[config.mk]
export PLATFORM = sky130hd
export DESIGN_NAME = index_y_sequencer_flat
export DESIGN_NICKNAME = d
export VERILOG_FILES = /design/src/rtl/index_y_sequencer_if.sv /design/src/rtl/index_y_sequencer.sv /design/src/flat_wrapper.sv
export SDC_FILE = /design/constraint.sdc
export NUM_CORES = 1
export LEC_CHECK = 0
export ABC_AREA = 1
export BUFFER_PORTS_ARGS = -buffer_cell sky130_fd_sc_hd__buf_2
export CAP_MARGIN = 20
export CORE_ASPECT_RATIO = 0.6
export CORE_UTILIZATION = 50
export DETAILED_ROUTE_END_ITERATION = 10
export PLACE_DENSITY = 0.71
export SYNTH_ARGS = -nofsm -noshare
export SYNTH_HDL_FRONTEND = slang
export SYNTH_SLANG_ARGS = --single-unit
export TNS_END_PERCENT = 100
[constraint.sdc]
create_clock -name FSM_Signal -period 5.2 [get_ports FSM_Signal]
set_clock_uncertainty 0.2 [all_clocks]
set_input_delay 1.04 -clock FSM_Signal [delete_from_list [all_inputs] [get_ports FSM_Signal]]
set_output_delay 1.04 -clock FSM_Signal [all_outputs]
set_load 0.05 [all_outputs]
[src/rtl/index_y_sequencer_if.sv]
// ---------------------------------------------------------------------------
// index_y_sequencer_if
// Bundles the op handshake and the result/strobe outputs of the Y-index
// sequencer.
//   master : control-FSM side. Drives op_valid/op_code/operand/A_in/Y_cur and
//            observes op_ready plus all results, strobes and flags.
//   slave  : the sequencer itself.
// Signals:
//   op_valid, op_ready      op handshake (accept on a rising edge when both 1)
//   op_code[2:0]            000 LDY,001 INY,010 DEY,011 TAY,100 TYA,101 CPY,
//                           110 STY,111 illegal
//   operand, A_in, Y_cur    op sources
//   IN_Y / load_Y           next Y value and its write strobe
//   A_out / load_A          accumulator value and its write strobe (TYA)
//   mem_data / mem_we       store data and memory write strobe (STY)
//   flag_N/Z/C, flag_nz_we, flag_c_we   status flag values and update strobes
//   done, op_err            completion pulse, illegal-op indication
// ---------------------------------------------------------------------------
interface index_y_sequencer_if #(
    parameter int WIDTH = 8
);
    logic             op_valid;
    logic             op_ready;
    logic [2:0]       op_code;
    logic [WIDTH-1:0] operand;
    logic [WIDTH-1:0] A_in;
    logic [WIDTH-1:0] Y_cur;
    logic [WIDTH-1:0] IN_Y;
    logic             load_Y;
    logic [WIDTH-1:0] A_out;
    logic             load_A;
    logic [WIDTH-1:0] mem_data;
    logic             mem_we;
    logic             flag_N;
    logic             flag_Z;
    logic             flag_C;
    logic             flag_nz_we;
    logic             flag_c_we;
    logic             done;
    logic             op_err;

    modport master (
        output op_valid, op_code, operand, A_in, Y_cur,
        input  op_ready, IN_Y, load_Y, A_out, load_A, mem_data, mem_we,
               flag_N, flag_Z, flag_C, flag_nz_we, flag_c_we, done, op_err
    );

    modport slave (
        input  op_valid, op_code, operand, A_in, Y_cur,
        output op_ready, IN_Y, load_Y, A_out, load_A, mem_data, mem_we,
               flag_N, flag_Z, flag_C, flag_nz_we, flag_c_we, done, op_err
    );
endinterface

[src/rtl/index_y_sequencer.sv]
// ---------------------------------------------------------------------------
// index_y_sequencer
// Executes the 6502 Y-index micro-operations (LDY, INY, DEY, TAY, TYA, CPY,
// STY). An op is captured in IDLE, its result computed in EXEC, presented with
// one-cycle write strobes in WRITE and acknowledged with a done pulse in DONE.
// Every output is a flop, so data is stable across the whole WRITE cycle and
// the Y register's falling-edge sample sees a settled value.
// Ports:
//   FSM_Signal  clock, all state changes on its rising edge
//   reset_IDX   asynchronous active-high reset; aborts any op in flight
//   bus         index_y_sequencer_if.slave (handshake, data, strobes, flags)
// ---------------------------------------------------------------------------
module index_y_sequencer #(
    parameter int WIDTH = 8
) (
    input  logic                 FSM_Signal,
    input  logic                 reset_IDX,
    index_y_sequencer_if.slave   bus
);

    typedef enum logic [1:0] {
        ST_IDLE  = 2'd0,
        ST_EXEC  = 2'd1,
        ST_WRITE = 2'd2,
        ST_DONE  = 2'd3
    } state_t;

    localparam logic [2:0] OP_LDY = 3'd0;
    localparam logic [2:0] OP_INY = 3'd1;
    localparam logic [2:0] OP_DEY = 3'd2;
    localparam logic [2:0] OP_TAY = 3'd3;
    localparam logic [2:0] OP_TYA = 3'd4;
    localparam logic [2:0] OP_CPY = 3'd5;
    localparam logic [2:0] OP_STY = 3'd6;

    localparam logic [WIDTH-1:0] ZERO = {WIDTH{1'b0}};
    localparam logic [WIDTH-1:0] ONE  = {{(WIDTH-1){1'b0}}, 1'b1};

    state_t           state_r;
    state_t           state_s;
    logic             accept_s;

    // Captured op; the live inputs are never looked at after the accept edge.
    logic [2:0]       op_r;
    logic [WIDTH-1:0] operand_r;
    logic [WIDTH-1:0] a_r;
    logic [WIDTH-1:0] y_r;

    // Decoded result of the captured op.
    logic [WIDTH-1:0] res_s;
    logic             wr_y_s;
    logic             wr_a_s;
    logic             wr_m_s;
    logic             nz_we_s;
    logic             c_we_s;
    logic             c_s;
    logic             illegal_s;

    // Next values and registers for every output.
    logic             op_ready_s, op_ready_r;
    logic [WIDTH-1:0] in_y_s,     in_y_r;
    logic [WIDTH-1:0] a_out_s,    a_out_r;
    logic [WIDTH-1:0] mem_data_s, mem_data_r;
    logic             load_y_s,   load_y_r;
    logic             load_a_s,   load_a_r;
    logic             mem_we_s,   mem_we_r;
    logic             flag_n_s,   flag_n_r;
    logic             flag_z_s,   flag_z_r;
    logic             flag_c_s,   flag_c_r;
    logic             nz_we_o_s,  nz_we_r;
    logic             c_we_o_s,   c_we_r;
    logic             done_s,     done_r;
    logic             op_err_s,   op_err_r;

    assign accept_s = (state_r == ST_IDLE) && bus.op_valid;

    // State register.
    always_ff @(posedge FSM_Signal or posedge reset_IDX) begin
        if (reset_IDX) begin
            state_r <= ST_IDLE;
        end else begin
            state_r <= state_s;
        end
    end

    // Next-state logic: fixed four-phase sequence, waits only in IDLE.
    always_comb begin
        state_s = ST_IDLE;
        case (state_r)
            ST_IDLE: begin
                if (bus.op_valid) begin
                    state_s = ST_EXEC;
                end else begin
                    state_s = ST_IDLE;
                end
            end
            ST_EXEC:  state_s = ST_WRITE;
            ST_WRITE: state_s = ST_DONE;
            ST_DONE:  state_s = ST_IDLE;
            default:  state_s = ST_IDLE;
        endcase
    end

    // Op capture on the accept edge.
    always_ff @(posedge FSM_Signal or posedge reset_IDX) begin
        if (reset_IDX) begin
            op_r      <= 3'd0;
            operand_r <= ZERO;
            a_r       <= ZERO;
            y_r       <= ZERO;
        end else if (accept_s) begin
            op_r      <= bus.op_code;
            operand_r <= bus.operand;
            a_r       <= bus.A_in;
            y_r       <= bus.Y_cur;
        end else begin
            op_r      <= op_r;
            operand_r <= operand_r;
            a_r       <= a_r;
            y_r       <= y_r;
        end
    end

    // Result and write-target decode of the captured op (modulo arithmetic).
    always_comb begin
        res_s     = ZERO;
        wr_y_s    = 1'b0;
        wr_a_s    = 1'b0;
        wr_m_s    = 1'b0;
        nz_we_s   = 1'b0;
        c_we_s    = 1'b0;
        c_s       = 1'b0;
        illegal_s = 1'b0;
        case (op_r)
            OP_LDY: begin res_s = operand_r;   wr_y_s = 1'b1; nz_we_s = 1'b1; end
            OP_INY: begin res_s = y_r + ONE;   wr_y_s = 1'b1; nz_we_s = 1'b1; end
            OP_DEY: begin res_s = y_r - ONE;   wr_y_s = 1'b1; nz_we_s = 1'b1; end
            OP_TAY: begin res_s = a_r;         wr_y_s = 1'b1; nz_we_s = 1'b1; end
            OP_TYA: begin res_s = y_r;         wr_a_s = 1'b1; nz_we_s = 1'b1; end
            OP_CPY: begin
                // Carry is "no borrow": set when Y >= operand as unsigned.
                res_s   = y_r - operand_r;
                c_s     = (y_r >= operand_r);
                nz_we_s = 1'b1;
                c_we_s  = 1'b1;
            end
            OP_STY: begin res_s = y_r;         wr_m_s = 1'b1; end
            default: begin illegal_s = 1'b1; end
        endcase
    end

    // Output next-values: strobes are loaded only when leaving EXEC, so they
    // are high exactly during WRITE; data and flags hold between ops.
    always_comb begin
        op_ready_s = (state_s == ST_IDLE);
        done_s     = (state_r == ST_WRITE);
        op_err_s   = (state_r == ST_WRITE) && illegal_s;
        if (state_r == ST_EXEC) begin
            load_y_s   = wr_y_s;
            load_a_s   = wr_a_s;
            mem_we_s   = wr_m_s;
            nz_we_o_s  = nz_we_s;
            c_we_o_s   = c_we_s;
            in_y_s     = wr_y_s ? res_s : in_y_r;
            a_out_s    = wr_a_s ? res_s : a_out_r;
            mem_data_s = wr_m_s ? res_s : mem_data_r;
            flag_n_s   = nz_we_s ? res_s[WIDTH-1] : 1'b0;
            flag_z_s   = nz_we_s ? (res_s == ZERO) : 1'b0;
            flag_c_s   = c_we_s ? c_s : 1'b0;
        end else begin
            load_y_s   = 1'b0;
            load_a_s   = 1'b0;
            mem_we_s   = 1'b0;
            nz_we_o_s  = 1'b0;
            c_we_o_s   = 1'b0;
            in_y_s     = in_y_r;
            a_out_s    = a_out_r;
            mem_data_s = mem_data_r;
            flag_n_s   = flag_n_r;
            flag_z_s   = flag_z_r;
            flag_c_s   = flag_c_r;
        end
    end

    // Output registers; reset drops every strobe immediately.
    always_ff @(posedge FSM_Signal or posedge reset_IDX) begin
        if (reset_IDX) begin
            op_ready_r <= 1'b1;
            in_y_r     <= ZERO;
            a_out_r    <= ZERO;
            mem_data_r <= ZERO;
            load_y_r   <= 1'b0;
            load_a_r   <= 1'b0;
            mem_we_r   <= 1'b0;
            flag_n_r   <= 1'b0;
            flag_z_r   <= 1'b0;
            flag_c_r   <= 1'b0;
            nz_we_r    <= 1'b0;
            c_we_r     <= 1'b0;
            done_r     <= 1'b0;
            op_err_r   <= 1'b0;
        end else begin
            op_ready_r <= op_ready_s;
            in_y_r     <= in_y_s;
            a_out_r    <= a_out_s;
            mem_data_r <= mem_data_s;
            load_y_r   <= load_y_s;
            load_a_r   <= load_a_s;
            mem_we_r   <= mem_we_s;
            flag_n_r   <= flag_n_s;
            flag_z_r   <= flag_z_s;
            flag_c_r   <= flag_c_s;
            nz_we_r    <= nz_we_o_s;
            c_we_r     <= c_we_o_s;
            done_r     <= done_s;
            op_err_r   <= op_err_s;
        end
    end

    assign bus.op_ready   = op_ready_r;
    assign bus.IN_Y       = in_y_r;
    assign bus.load_Y     = load_y_r;
    assign bus.A_out      = a_out_r;
    assign bus.load_A     = load_a_r;
    assign bus.mem_data   = mem_data_r;
    assign bus.mem_we     = mem_we_r;
    assign bus.flag_N     = flag_n_r;
    assign bus.flag_Z     = flag_z_r;
    assign bus.flag_C     = flag_c_r;
    assign bus.flag_nz_we = nz_we_r;
    assign bus.flag_c_we  = c_we_r;
    assign bus.done       = done_r;
    assign bus.op_err     = op_err_r;

endmodule

[src/flat_wrapper.sv]
// flat-port wrapper written by rule: the top's interface ports become plain ports
module index_y_sequencer_flat 
#(
    parameter int WIDTH = 8
)
  (FSM_Signal, reset_IDX, bus_op_valid, bus_op_code, bus_operand, bus_A_in, bus_Y_cur, bus_op_ready, bus_IN_Y, bus_load_Y, bus_A_out, bus_load_A, bus_mem_data, bus_mem_we, bus_flag_N, bus_flag_Z, bus_flag_C, bus_flag_nz_we, bus_flag_c_we, bus_done, bus_op_err);
  index_y_sequencer_if #(.WIDTH(WIDTH)) bus_i ();
  input  logic FSM_Signal;
  input  logic reset_IDX;
  input wire logic [$bits(bus_i.op_valid)-1:0] bus_op_valid;
  input wire logic [$bits(bus_i.op_code)-1:0] bus_op_code;
  input wire logic [$bits(bus_i.operand)-1:0] bus_operand;
  input wire logic [$bits(bus_i.A_in)-1:0] bus_A_in;
  input wire logic [$bits(bus_i.Y_cur)-1:0] bus_Y_cur;
  output wire logic [$bits(bus_i.op_ready)-1:0] bus_op_ready;
  output wire logic [$bits(bus_i.IN_Y)-1:0] bus_IN_Y;
  output wire logic [$bits(bus_i.load_Y)-1:0] bus_load_Y;
  output wire logic [$bits(bus_i.A_out)-1:0] bus_A_out;
  output wire logic [$bits(bus_i.load_A)-1:0] bus_load_A;
  output wire logic [$bits(bus_i.mem_data)-1:0] bus_mem_data;
  output wire logic [$bits(bus_i.mem_we)-1:0] bus_mem_we;
  output wire logic [$bits(bus_i.flag_N)-1:0] bus_flag_N;
  output wire logic [$bits(bus_i.flag_Z)-1:0] bus_flag_Z;
  output wire logic [$bits(bus_i.flag_C)-1:0] bus_flag_C;
  output wire logic [$bits(bus_i.flag_nz_we)-1:0] bus_flag_nz_we;
  output wire logic [$bits(bus_i.flag_c_we)-1:0] bus_flag_c_we;
  output wire logic [$bits(bus_i.done)-1:0] bus_done;
  output wire logic [$bits(bus_i.op_err)-1:0] bus_op_err;
  assign bus_i.op_valid = bus_op_valid;
  assign bus_i.op_code = bus_op_code;
  assign bus_i.operand = bus_operand;
  assign bus_i.A_in = bus_A_in;
  assign bus_i.Y_cur = bus_Y_cur;
  assign bus_op_ready = bus_i.op_ready;
  assign bus_IN_Y = bus_i.IN_Y;
  assign bus_load_Y = bus_i.load_Y;
  assign bus_A_out = bus_i.A_out;
  assign bus_load_A = bus_i.load_A;
  assign bus_mem_data = bus_i.mem_data;
  assign bus_mem_we = bus_i.mem_we;
  assign bus_flag_N = bus_i.flag_N;
  assign bus_flag_Z = bus_i.flag_Z;
  assign bus_flag_C = bus_i.flag_C;
  assign bus_flag_nz_we = bus_i.flag_nz_we;
  assign bus_flag_c_we = bus_i.flag_c_we;
  assign bus_done = bus_i.done;
  assign bus_op_err = bus_i.op_err;
  index_y_sequencer #(.WIDTH(WIDTH)) u_core (.FSM_Signal(FSM_Signal), .reset_IDX(reset_IDX), .bus(bus_i));
endmodule
* Word-level counts from Yosys, hierarchy flattened
Index checks and enable logic that the tools add are counted.
Storage, ports and cells: register bits 64, output and inout port bits 35, logic and storage cells 63
Operators by class: add/subtract/negate cells 3, magnitude comparators 1, equal/unequal tests 9, muxes and demuxes 18, reductions and logical operators 13
Operators by type and width (count):
- $pmux W8 S6 | 1
- $mux W1 | 16
- $eq A3 B3 Y1 const B | 3
- $add A8 B1 Y8 const B | 1
- $ge A8 B8 Y1 | 1
- $logic_not A8 Y1 | 1
- $pmux W2 S4 | 1
- $sub A8 B1 Y8 const B | 1
- $sub A8 B8 Y8 | 1
- $reduce_or A7 Y1 | 1
- $eq A3 B2 Y1 const B | 2
- $reduce_and A2 Y1 | 3
- $reduce_or A6 Y1 | 1
- $eq A2 B2 Y1 const B | 2
- $logic_not A2 Y1 | 2
- $reduce_or A4 Y1 | 1
- $eq A3 B1 Y1 const B | 1
- $logic_not A3 Y1 | 1
- $eq A2 B1 Y1 const B | 1
- $logic_and A1 B1 Y1 | 2
- $reduce_or A2 Y1 | 1

* Depth between registers and ports, before layout
depth in word-level cells 5, depth in mapped cells 18, gate-level depth less buffers 18

* Worst setup path before layout
OpenSTA, ideal clock, no wires.
kind reg-to-reg, start point reg u_core.y_r[0], end point reg u_core.flag_z_r (netlist: u_core.bus.flag_Z), arrival time 2039 ps, data required time 4934 ps, setup slack 2895 ps, cell stages (with the launch flop) 15, buffers on the path 0, cell sequence dfrtp_1 inv_1 ha_1 inv_1 fa_1 or2_2 nand3_1 nand4_1 nor2_2 nand2_1 nor2_1 nand2_1 nor2_1 nand3_1 nand2_1
Between the ends: longest elaborated chain between the ends 4, elaborated cells between the ends (all ways) 6, those cells by class add/sub (3); mux (2); reduce/logical (1)
RTL lines:
- start: declaration | line index_y_sequencer.sv:47 | logic [WIDTH-1:0] y_r;
- start signal: assignment | line index_y_sequencer.sv:115 | y_r <= bus.Y_cur;
- start signal: assignment | line index_y_sequencer.sv:120 | y_r <= y_r;
- $sub A8 B8 Y8 (tied with other cells) | line index_y_sequencer.sv:142 | res_s = y_r - operand_r;
- $pmux W8 S6 * | line index_y_sequencer.sv:134 | case (op_r)
- $logic_not A8 Y1 * | line index_y_sequencer.sv:168 | flag_z_s = nz_we_s ? (res_s == ZERO) : 1'b0;
- $mux W1 * | line index_y_sequencer.sv:168
- end signal: assignment | line index_y_sequencer.sv:211 | flag_z_r <= flag_z_s;
- end: declaration | line index_y_sequencer.sv:68 | logic flag_z_s, flag_z_r;
Mark *: on every way between the ends. The rest lies on a longest branch, timed or not. A chain may end at the register's enable or synchronous reset.

* Final worst setup path
Ends and elaborated chain as after synthesis.

==> results by group <==
Critical path
  • Critical path buffers and inverters: 3
  • Slowest stage delay, CP: 0.44 ns
  • CP arrival: around 2.7 ns
  • Setup crit end kind: flop
  • CP top delay family: simple AND/OR/NAND/NOR gates
  • Crit Path Category: reg2reg
  • Crit path launch type: flop
  • CP max stage cell: dfrtp_1
  • Worst-path maximum fanout: 4
  • CP Data Required Time: about 5.2 ns
  • Crit path top cell by count: nand2_1
  • CP cell instances: inv_1, ha_1, inv_1, fa_1, nand2_1, nand3_1, nand2_1, nand2_1, nand2_1, nand2_1, o21ai_0, inv_1, nand2_1, nor2_1, nand3_1, nand2_1

Drt
  • WL/cell: 14.6 um
  • Drt first pass iters: 5
  • Vias: around 3000
  • Residual DRC: 0
  • Initial DRC Count: between 150 and 200
  • Mean number of vias per cell: roughly 5.2
  • Routed WL: 8.44 mm
  • Post-DRT Antenna Nets: 0

CTS
  • Num CTS Buffers: 9
  • Clock tree from TritonCTS: yes
  • PostCTS Resize Cnt: 0
  • Maximum clock path buffer count: 2
  • Hold_buf cts: 0
  • CTS H-Tree Depth: 3
  • Clock slew seen by the registers of the worst setup and hold paths: around 0.08 ns
  • Setup bufs post-CTS: 0
  • Clock Sinks: 64
  • Clock Latency Late Sink: 0.34 ns
  • Clock Root Buffer: clkbuf_8

Timing
  • Max-slew headroom: 47.6%
  • Hold Vio Cnt, Final: 0
  • TNS Setup: 0 ns
  • Max Clock Freq: around 370 MHz
  • Final setup fails: 0
  • Final Cycle Share: between 50% and 60%
  • Unrepaired setup endpoints after global routing: no
  • Tmin final: between 2 and 3 ns
  • Final Max Tran Viols: 0
  • Worst slew pin tran: between 0.7 and 0.8 ns

Final layout
  • Share of cells above drive strength 1: 21.5%
  • Fill cells: between 500 and 600
  • P&R area growth vs syn: 18.0%
  • # diodes: 0
  • Nets@finish: 534

Logic synthesis
  • Synth top area share: 47.0%
  • Yosys reg bits: 64
  • Number of distinct library cells after synthesis: 33
  • Sequential fraction of the synthesis area: approximately 48%
  • Top FF cell, synth: dfrtp_1
  • Synth top cells by count: 111 x nand2_1, 63 x dfrtp_1, 50 x nor2_1
  • Mux cell area share after synthesis: under 10%
  • XOR/XNOR Fraction of Synth Area: 0.261%
  • Syn Area/Cell: between 7 and 8 um^2
  • Post-Synthesis Cells: 419
  • Mapped Area: roughly 0.0034 mm^2
  • Complex-gate fraction of the synthesized area: around a tenth
  • Synth Area in Simple Gates: roughly a quarter
  • Synth area leaders: dfrtp_1 47%, nand2_1 12%, nor2_1 5.6%, inv_1 5.3%, ha_1 5.2%
  • Yosys top cell by area: dfrtp_1
  • Largest family of logic cells by synthesized area: simple AND/OR/NAND/NOR gates
  • Top-count cell post-synth: nand2_1
  • Adder-cell area share of the yosys netlist: under 10%
  • Fraction of registers with async set or reset after synthesis: 100%
  • EDFF count, synth: 0
  • Net count after synthesis: about 460
  • Ys Warns: 0

Global routing
  • Antenna violations before repair: 0
  • Largest net degree at the start of global routing: 65
  • Total GRT Usage: between 20% and 30%
  • First-pass GRT wire length: 14.1 mm
  • Overflow after GRT: 0
  • Vias in the first global route: approximately 2800

Placed design
  • Placed wire-length estimate: around 6.4 mm
  • Port Buffers: between 60 and 70
  • RD Place Congestion: 0.930

Min path
  • HP Class: reg2reg

Floorplan
  • Die height: around 65 um
  • Core Area: approximately 0.0063 mm^2
  • Die Wd: 108 um
  • Row cnt: 22
  • Initial core utilization: 53.4%
  • Io pins: 65
  • Die area: ~0.0070 mm^2

Run status
  • Outcome: complete, no violations

Job
  • Max Cap Viol: 0
==> flip-flops by register name, indices dropped and copies added, names as in the netlist, 2 cells and up <==
name,count
u_core.state_r,2
u_core.y_r,8
u_core.a_r,8
u_core.bus.A_out,8
u_core.bus.IN_Y,8
u_core.bus.mem_data,8
u_core.operand_r,8
u_core.op_r,3
==> layout make-up <==
cell class	count	area (um^2)	share of cell area, %
inverters	52	198	5.00
flip-flops and latches	64	1600	40.5
repair buffers	66	335	8.48
clock buffers	13	149	3.76
multi-input cells	296	1520	38.5
clock inverters	3	42.5	1.08
well taps	84	105	2.66
==> kinds of logic after synthesis <==
logic type,after synthesis
AOI/OAI and AO/OA,64
xor gates and xnor gates,1
adders and majority gates,15
buffers and inverters,59
DFF,64
muxes,8
and+or+nand+nor,208
==> per-stage QoR <==
step / cells / hold slack, ns / cell area [um^2] / util [%] / setup slack (ns)
global route: 578 / 0.299 / 3960 / 63.0 / 2.26
detailed placement: 562 / 0.264 / 3760 / 60.0 / 2.47
global placement: 562 / 0.261 / 3760 / 60.0 / 2.50
finish: 578 / 0.283 / 3960 / 63.0 / 2.52
CTS: 578 / 0.282 / 3960 / 63.0 / 2.58
floorplan: 419 / 0.279 / 3350 / - / 2.36
==> routing by layer <==
layer  part of all wire, %  up-vias  routed length [um]  GRT usage (%)
li1                      -     1488                   -              -
met1                    52     1391                4360           42.4
met2                    39      126                3310           36.0
met3                   7.9       13                 665           7.74
met4                   1.1        0                  93           8.39
met5                     0        -                   0              0
==> layout by cell type (no fill, tap or decap), drive strengths merged <==
master and n:
a41o 1, inv 51, buf 66, nand2 114, nor3 1, nand4 4
o21bai 1, nand3 29, o21ai 26, a31oi 4, dfstp 1, clkinvlp 1
mux2 8, a21oi 28, fa 1, or2 2, a221oi 2, clkinv 2
clkbuf 13, ha 14, nor2 56, o22ai 1, o311ai 1, dfrtp 63
xor2 1, bufinv 1, nand3b 2
==> worst register-to-register path, cell delays in order (launching register included) <==
cell and delay [ns]:
dfrtp_1 0.44, inv_1 0.12, ha_1 0.17, inv_1 0.07, fa_1 0.40, nand2_1 0.13
nand3_1 0.12, nand2_1 0.08, nand2_1 0.06, nand2_1 0.07, nand2_1 0.05, o21ai_0 0.24
inv_1 0.09, nand2_1 0.14, nor2_1 0.06, nand3_1 0.06, nand2_1 0.05
==> path summary, 6_finish.rpt <==
check / from / to / slack (ns) / depth (start not counted)
min in group asynchronous: reset_IDX / u_core.bus.A_out[0] / 0.73 / 3
max reg2reg: u_core.y_r[0] / u_core.bus.flag_Z / 2.52 / 16
min: u_core.bus.A_out[0] / u_core.bus.A_out[0] / 0.28 / 2
min reg2reg: u_core.bus.A_out[0] / u_core.bus.A_out[0] / 0.28 / 2
max in group asynchronous: reset_IDX / u_core.y_r[4] / 3.57 / 3
max: u_core.y_r[0] / u_core.bus.flag_Z / 2.52 / 16
Power is not shown: default switching activity piles up to over one toggle a cycle in this logic, so the estimate is an artifact.
